### src/rtl/signed_seg_scan_if.sv
// Bus between a value source and the signed seven-segment scanner.
// The master drives value/sign/load; the slave (scanner) drives seg/an/frame.
interface signed_seg_scan_if #(
    parameter int DIGITS = 4
);
    logic                        load;
    logic                        sign;
    logic [4*(DIGITS-1)-1:0]     value;
    logic [6:0]                  seg;
    logic [DIGITS-1:0]           an;
    logic                        frame;

    modport master (output load, sign, value, input seg, an, frame);
    modport slave  (input load, sign, value, output seg, an, frame);
endinterface

### src/rtl/signed_seg_scan.sv
// Multiplexed signed hex display driver: leftmost digit is a minus sign, the rest hex.
// Define LEADING_ZERO_BLANK_EN to blank leading zero hex digits (digit 0 always shown).
module signed_seg_scan #(
    parameter int DIGITS   = 4,
    parameter int PRESCALE = 16
) (
    input  logic               clk,
    input  logic               reset,
    signed_seg_scan_if.slave   bus
);
    localparam int NW = 4 * (DIGITS - 1);
    localparam int IW = $clog2(DIGITS);
    localparam int PW = (PRESCALE > 1) ? $clog2(PRESCALE) : 1;

    logic [PW-1:0]     pre_q, pre_d;
    logic [IW-1:0]     idx_q, idx_d;
    logic [NW-1:0]     sh_val_q;
    logic              sh_sign_q;
    logic [6:0]        seg_q, seg_d;
    logic [DIGITS-1:0] an_q, an_d;
    logic              frame_q, frame_d;
    logic              wrap;
    logic [3:0]        nib;
`ifdef LEADING_ZERO_BLANK_EN
    logic              lead_zero;
`endif

    function automatic logic [6:0] hex7(input logic [3:0] n);
        case (n)
            4'h0: return 7'b1111110;
            4'h1: return 7'b0110000;
            4'h2: return 7'b1101101;
            4'h3: return 7'b1111001;
            4'h4: return 7'b0110011;
            4'h5: return 7'b1011011;
            4'h6: return 7'b1011111;
            4'h7: return 7'b1110000;
            4'h8: return 7'b1111111;
            4'h9: return 7'b1111011;
            4'hA: return 7'b1110111;
            4'hB: return 7'b0011111;
            4'hC: return 7'b1001110;
            4'hD: return 7'b0111101;
            4'hE: return 7'b1001111;
            default: return 7'b1000111;
        endcase
    endfunction

    always_comb begin
        // NOTE: every combinational output gets a default first so no path infers a latch.
        wrap  = (pre_q == PW'(PRESCALE - 1));
        pre_d = wrap ? '0 : pre_q + PW'(1);
        idx_d = idx_q;
        if (wrap) begin
            idx_d = (idx_q == IW'(DIGITS - 1)) ? '0 : idx_q + IW'(1);
        end

        nib = '0;
`ifdef LEADING_ZERO_BLANK_EN
        lead_zero = 1'b0;
`endif
        for (int k = 0; k < DIGITS - 1; k++) begin
            if (idx_q == IW'(k)) begin
                nib = sh_val_q[4*k +: 4];
`ifdef LEADING_ZERO_BLANK_EN
                lead_zero = (k != 0) && ((sh_val_q >> (4 * k)) == '0);
`endif
            end
        end

        if (idx_q == IW'(DIGITS - 1)) begin
            seg_d = {6'b000000, sh_sign_q};
        end else begin
            seg_d = hex7(nib);
`ifdef LEADING_ZERO_BLANK_EN
            if (lead_zero) seg_d = '0;
`endif
        end

        an_d    = DIGITS'(1) << idx_q;
        // Wrap pulse: entering digit 0 while the outputs still show the sign digit.
        frame_d = (idx_q == '0) && an_q[DIGITS-1];
    end

    // NOTE: sequential state uses non-blocking assignments so all registers update together.
    always_ff @(posedge clk) begin
        if (reset) begin
            pre_q     <= '0;
            idx_q     <= '0;
            sh_val_q  <= '0;
            sh_sign_q <= 1'b0;
            seg_q     <= '0;
            an_q      <= '0;
            frame_q   <= 1'b0;
        end else begin
            pre_q   <= pre_d;
            idx_q   <= idx_d;
            seg_q   <= seg_d;
            an_q    <= an_d;
            frame_q <= frame_d;
            if (bus.load) begin
                sh_val_q  <= bus.value;
                sh_sign_q <= bus.sign;
            end
        end
    end

    assign bus.seg   = seg_q;
    assign bus.an    = an_q;
    assign bus.frame = frame_q;
endmodule

### src/flat_wrapper.sv
// flat-port wrapper written by rule: the top's interface ports become plain ports
module signed_seg_scan_flat 
#(
    parameter int DIGITS   = 4,
    parameter int PRESCALE = 16
)
  (clk, reset, bus_load, bus_sign, bus_value, bus_seg, bus_an, bus_frame);
  signed_seg_scan_if #(.DIGITS(DIGITS)) bus_i ();
  input  logic clk;
  input  logic reset;
  input wire logic [$bits(bus_i.load)-1:0] bus_load;
  input wire logic [$bits(bus_i.sign)-1:0] bus_sign;
  input wire logic [$bits(bus_i.value)-1:0] bus_value;
  output wire logic [$bits(bus_i.seg)-1:0] bus_seg;
  output wire logic [$bits(bus_i.an)-1:0] bus_an;
  output wire logic [$bits(bus_i.frame)-1:0] bus_frame;
  assign bus_i.load = bus_load;
  assign bus_i.sign = bus_sign;
  assign bus_i.value = bus_value;
  assign bus_seg = bus_i.seg;
  assign bus_an = bus_i.an;
  assign bus_frame = bus_i.frame;
  signed_seg_scan #(.DIGITS(DIGITS), .PRESCALE(PRESCALE)) u_core (.clk(clk), .reset(reset), .bus(bus_i));
endmodule
### config.mk
export PLATFORM = sky130hd
export DESIGN_NAME = signed_seg_scan_flat
export DESIGN_NICKNAME = d
export VERILOG_FILES = /design/src/rtl/signed_seg_scan_if.sv /design/src/rtl/signed_seg_scan.sv /design/src/flat_wrapper.sv
export SDC_FILE = /design/constraint.sdc
export NUM_CORES = 1
export LEC_CHECK = 0
export ABC_AREA = 1
export CORE_MARGIN = 5
export CORE_UTILIZATION = 50
export DETAILED_ROUTE_END_ITERATION = 8
export PLACE_DENSITY_LB_ADDON = 0.08
export SLEW_MARGIN = 20
export SYNTH_ARGS = -nofsm -noshare
export SYNTH_HDL_FRONTEND = slang
export SYNTH_SLANG_ARGS = --single-unit
### constraint.sdc
create_clock -name clk -period 2.6 [get_ports clk]
set_clock_uncertainty 0.05 [all_clocks]
set_input_delay 0.65 -clock clk [delete_from_list [all_inputs] [get_ports clk]]
set_output_delay 0.65 -clock clk [all_outputs]
set_load 0.005 [all_outputs]
Yosys cells after proc, flatten, opt, wreduce, memory -nomap -nowiden
Memory sizes are Yosys's and may differ from the RTL's. Index checks and enable logic that the tools add are counted.

Add/subtract/negate cells: 2. Reductions and logical operators: 4. Mux-type cells: 5. Shifts and indexed selects: 1. Eq/ne operators: 4.

Operators by type and width (count): 2-to-1 mux 4 bit (3); adder 4 x 1 -> 4 bit (second input constant) (1); equality test 2 bit (second input constant) (2); equality test 4 bit (second input constant) (1); OR reduction 2 bit (2); left shift 1 x 2 -> 4 bit (first input constant) (1); adder 2 x 1 -> 2 bit (second input constant) (1); equality test 2 x 1 -> 1 bit (second input constant) (1); zero test 2 bit (1); 2-to-1 mux 2 bit (1); logical AND 1 bit (1); 2-to-1 mux 1 bit (1).

Output and inout bits: 12. Flip-flop bits (word level): 31. Word-level logic and storage cells: 25. Input port bits: 16. Memories: 1. Bits in read-only memories: 112.

Memory list: (name not given) (depth 16, bits a word 7, rd ports 1, clocked after Yosys merged registers in 0, wr ports 0, RTL line signed_seg_scan.sv:29) `case (n)`.

Depth between registers and ports, before layout
An unclocked memory read counts as a cell.

Depth after elaboration: 6. Depth in mapped cells: 13.

Worst setup path before layout
OpenSTA, ideal clock, no wires.

Kind: flip-flop to flip-flop. From: reg u_core.idx_q[0]. To: reg u_core.seg_q[0] (netlist: u_core.bus.seg[0]). Slack: 0.657 ns. Clock period less this slack: 1.943 ns. Setup time: 0.112 ns. Arrival: 1.781 ns. Stages on the path, launching flop included: 12. Path through: dfxtp_1 > inv_1 > ha_1 > inv_2 > nand2_1 > o21bai_1 > ha_1 > nand3_1 > nor2_1 > nor2_1 > nand2_1 > nand2_1.

Longest elaborated chain between the ends: 6.

RTL lines: start, declared (RTL line signed_seg_scan.sv:16) `logic [IW-1:0] idx_q, idx_d;`; start signal, assigned (RTL line signed_seg_scan.sv:97) `idx_q <= idx_d;`; zero test 2 bit (RTL line signed_seg_scan.sv:63) `if (idx_q == IW'(k)) begin`; 2-to-1 mux 4 bit (3 in a row) (RTL line signed_seg_scan.sv:63); memory (16 x 7 bit); 2-to-1 mux 1 bit (*) (RTL line signed_seg_scan.sv:71) `if (idx_q == IW'(DIGITS - 1)) begin`; end signal, assigned (RTL line signed_seg_scan.sv:98) `seg_q <= seg_d;`; end, declared (RTL line signed_seg_scan.sv:19) `logic [6:0] seg_q, seg_d;`.

Mark *: on every way between the ends. The rest lies on a longest branch, timed or not. A chain may end at the register's enable or synchronous reset.

Worst setup path after layout
From: reg u_core.idx_q[0]. To: reg u_core.seg_q[3] (netlist: u_core.bus.seg[3]).

Longest elaborated chain between the ends: 5.

RTL lines (RTL line): zero test 2 bit (signed_seg_scan.sv:63); 2-to-1 mux 4 bit (3 in a row) (signed_seg_scan.sv:63); memory (16 x 7 bit).

Parallel ways exist; a longest one is shown, timed or not.

==> flow_summary.yaml <==
route:
  routed_wl_um: 2990
  routedWlPerCell_um: 12.2
  dr.pass1.iters: 4
  via_per_inst: 5.21
  antenna_left: 0
  initialDrtViolationCount: 77
  vias: 1277
  remaining_drc_errors: 0
sta:
  worst-slew-pin-transition_ps: 512
  setup_tns_ps: 0
  fin_crit_sh_pct: 84.3
  drv_slew: 0
  fin_crit_ps: 2190
  fmax_mhz: 456
  setup_viol: 0
  rsz0062_at_grt: "no"
  relSlewSlack_pct: 65.7
  hold_viol_final: 0
  hold-worst-slack_ps: 406
  fin_ws_ps: 409
global_route:
  grt_max_degree: 17
  grt_pass1_wl_um: 5220
  antenna_found_initial: 0
  grt_pass1_vias: 1199
  grt.overflow.total: 0
  grt_usage_pct: 16.4
synth:
  ys_seq_area_share_pct: 43.7
  yosysTopAreaCellShare_pct: 43.7
  yosysWarnings: 0
  syn-num-nets: 212
  syn_inst: 184
  syn_area_um2: 1420
  ys_types: 23
  synth-seq-cells: 31
  synth_top_cell_by_area: "dfxtp_1"
  avgSynthCellArea_um2: 7.71
  netlist_top_cells_area: "dfxtp_1 44%, ha_1 11%, nor2_1 11%"
floorplan:
  placement_rows: 19
  die_w_um: 63.3
  coreArea_um2: 2730
  die_y_um: 63.3
  pin_count: 28
  start_util_pct: 51.9
  die_area_um2: 4000
place:
  gp_congestion: 0.921
  dp_slack_ps: 421
  dp_hpwl_um: 2260
  numPortBuffers: 27
  placed_area_um2: 1710
  place_inst: 238
pwr:
  total_power_mw: 1.01
  p_leak_nw: 0.800
  powerDensity_nw_per_um2: 570
  irDropWorstVdd_mv: 0.491
worst_hold_path:
  hold_class: "register to register"
  hp-start: "u_core.pre_q[0]"
setup_path:
  required_ps: 2780
  cpPeakStageDelay_ps: 430
  critPathSlowestCell: "dfxtp_1"
  critical_path.startpoint_type: "register"
  worst_path_most_repeated_cell: "nand2_1"
  regToRegSetupSlack_ps: 410
  crit_chain: "inv_1 -> ha_1 -> inv_2 -> nand2_1 -> o21bai_1 -> ha_1 -> inv_1 -> nand2_1 -> nand3_1 -> nand2_1 -> nor2_1"
  startpoint: "u_core.idx_q[0]"
  endpoint_kind: "register"
  worstPathArrival_ps: 2370
  crit_fanout: 8
  reg2reg_from: "u_core.idx_q[0]"
  cp_num_buf_inv: 3
  critical_path_class: "register to register"
  critPathTopFamily: "adder cells"
clock_network:
  numCtsBuffers: 5
  cts_tree: "yes"
  root_buffer: "clkbuf_4"
  cts_sinks: 31
  post_cts.repair.setup_buffers: 0
  h-tree-depth: 2
  clockBufferDepth: 2
  clk_pin_slew_ps: 90
  post_cts_resized: 0
  clk_latency_ps: 330
  hold_buffers: 0
finish:
  fin_cells: 245
  finalInstanceArea_um2: 1780
  postLayoutCoreUtil_pct: 65.1
  fin_nets: 242
  area_growth_pct: 25.5
  drive_above_1_share_pct: 6.07
  insertedDiodeCount: 0
  mostFrequentLayoutCells: "40 x nor2_1, 31 x dfxtp_1, 27 x nand2_1, 27 x clkdlybuf4s50_1, 17 x nand3_1"
  layout_commonest_cell: "nor2_1"
job:
  cap_violations: 0
status:
  status: "finished, final reports clean"
==> registers in the layout, summed over array words and instances, names as in the netlist <==
register / flops
u_core.sh_val_q: 12
u_core.bus.seg: 7
u_core.bus.an: 4
u_core.pre_q: 4
u_core.idx_q: 2
u_core.bus.frame: 1
u_core.sh_sign_q: 1
==> synth_stat cells, drive strengths merged <==
| library cell | n |
|---|---|
| nand3 | 17 |
| nor3 | 5 |
| o21ai | 17 |
| clkbuf | 3 |
| nand3b | 1 |
| nor2 | 40 |
| o21bai | 1 |
| xor2 | 1 |
| a21oi | 9 |
| buf | 2 |
| inv | 12 |
| ha | 12 |
| nand2 | 30 |
| or2 | 1 |
| dfxtp | 31 |
| xnor2 | 1 |
| a31oi | 1 |
==> final timing paths <==
check                           end  depth (start not counted)
hold / removal      u_core.pre_q[0]                          1
hold reg to reg     u_core.pre_q[0]                          1
setup reg to reg  u_core.bus.seg[3]                         11
setup / recovery  u_core.bus.seg[3]                         11
==> cell type report <==
class / instances / area [um2]
fill: 250 / 953
multi-input combinational: 136 / 727
sequential: 31 / 621
timing repair buffer: 28 / 278
inverter: 12 / 45.0
clock buffer: 6 / 41.3
tap: 31 / 38.8
clock inverter: 1 / 30.0
==> logic make-up (layout without fill, tap and decap cells) <==
logic type / Yosys count / after routing / share of synthesized area [%]
adder cells (fa/ha/maj): 12 / 12 / 10.6
AND/OR/NAND/NOR: 94 / 94 / 28.7
buffers and inverters: 17 / 47 / 5.03
AO/OA/AOI/OAI: 28 / 28 / 10.7
flip-flops: 31 / 31 / 43.7
XOR/XNOR: 2 / 2 / 1.23
==> layer usage <==
layer,wire (um),global-route usage [%]
met1,1290,19.1
met2,1440,26.0
met3,168,4.80
met4,95,10.4
met5,0,0
==> power by group <==
part | internal (mW) | switching, mW | total (mW)
combinational | 0.0722 | 0.0733 | 0.145
sequential | 0.504 | 0.0128 | 0.517
clock | 0.198 | 0.154 | 0.352
Power figures use the tool's default switching activity.
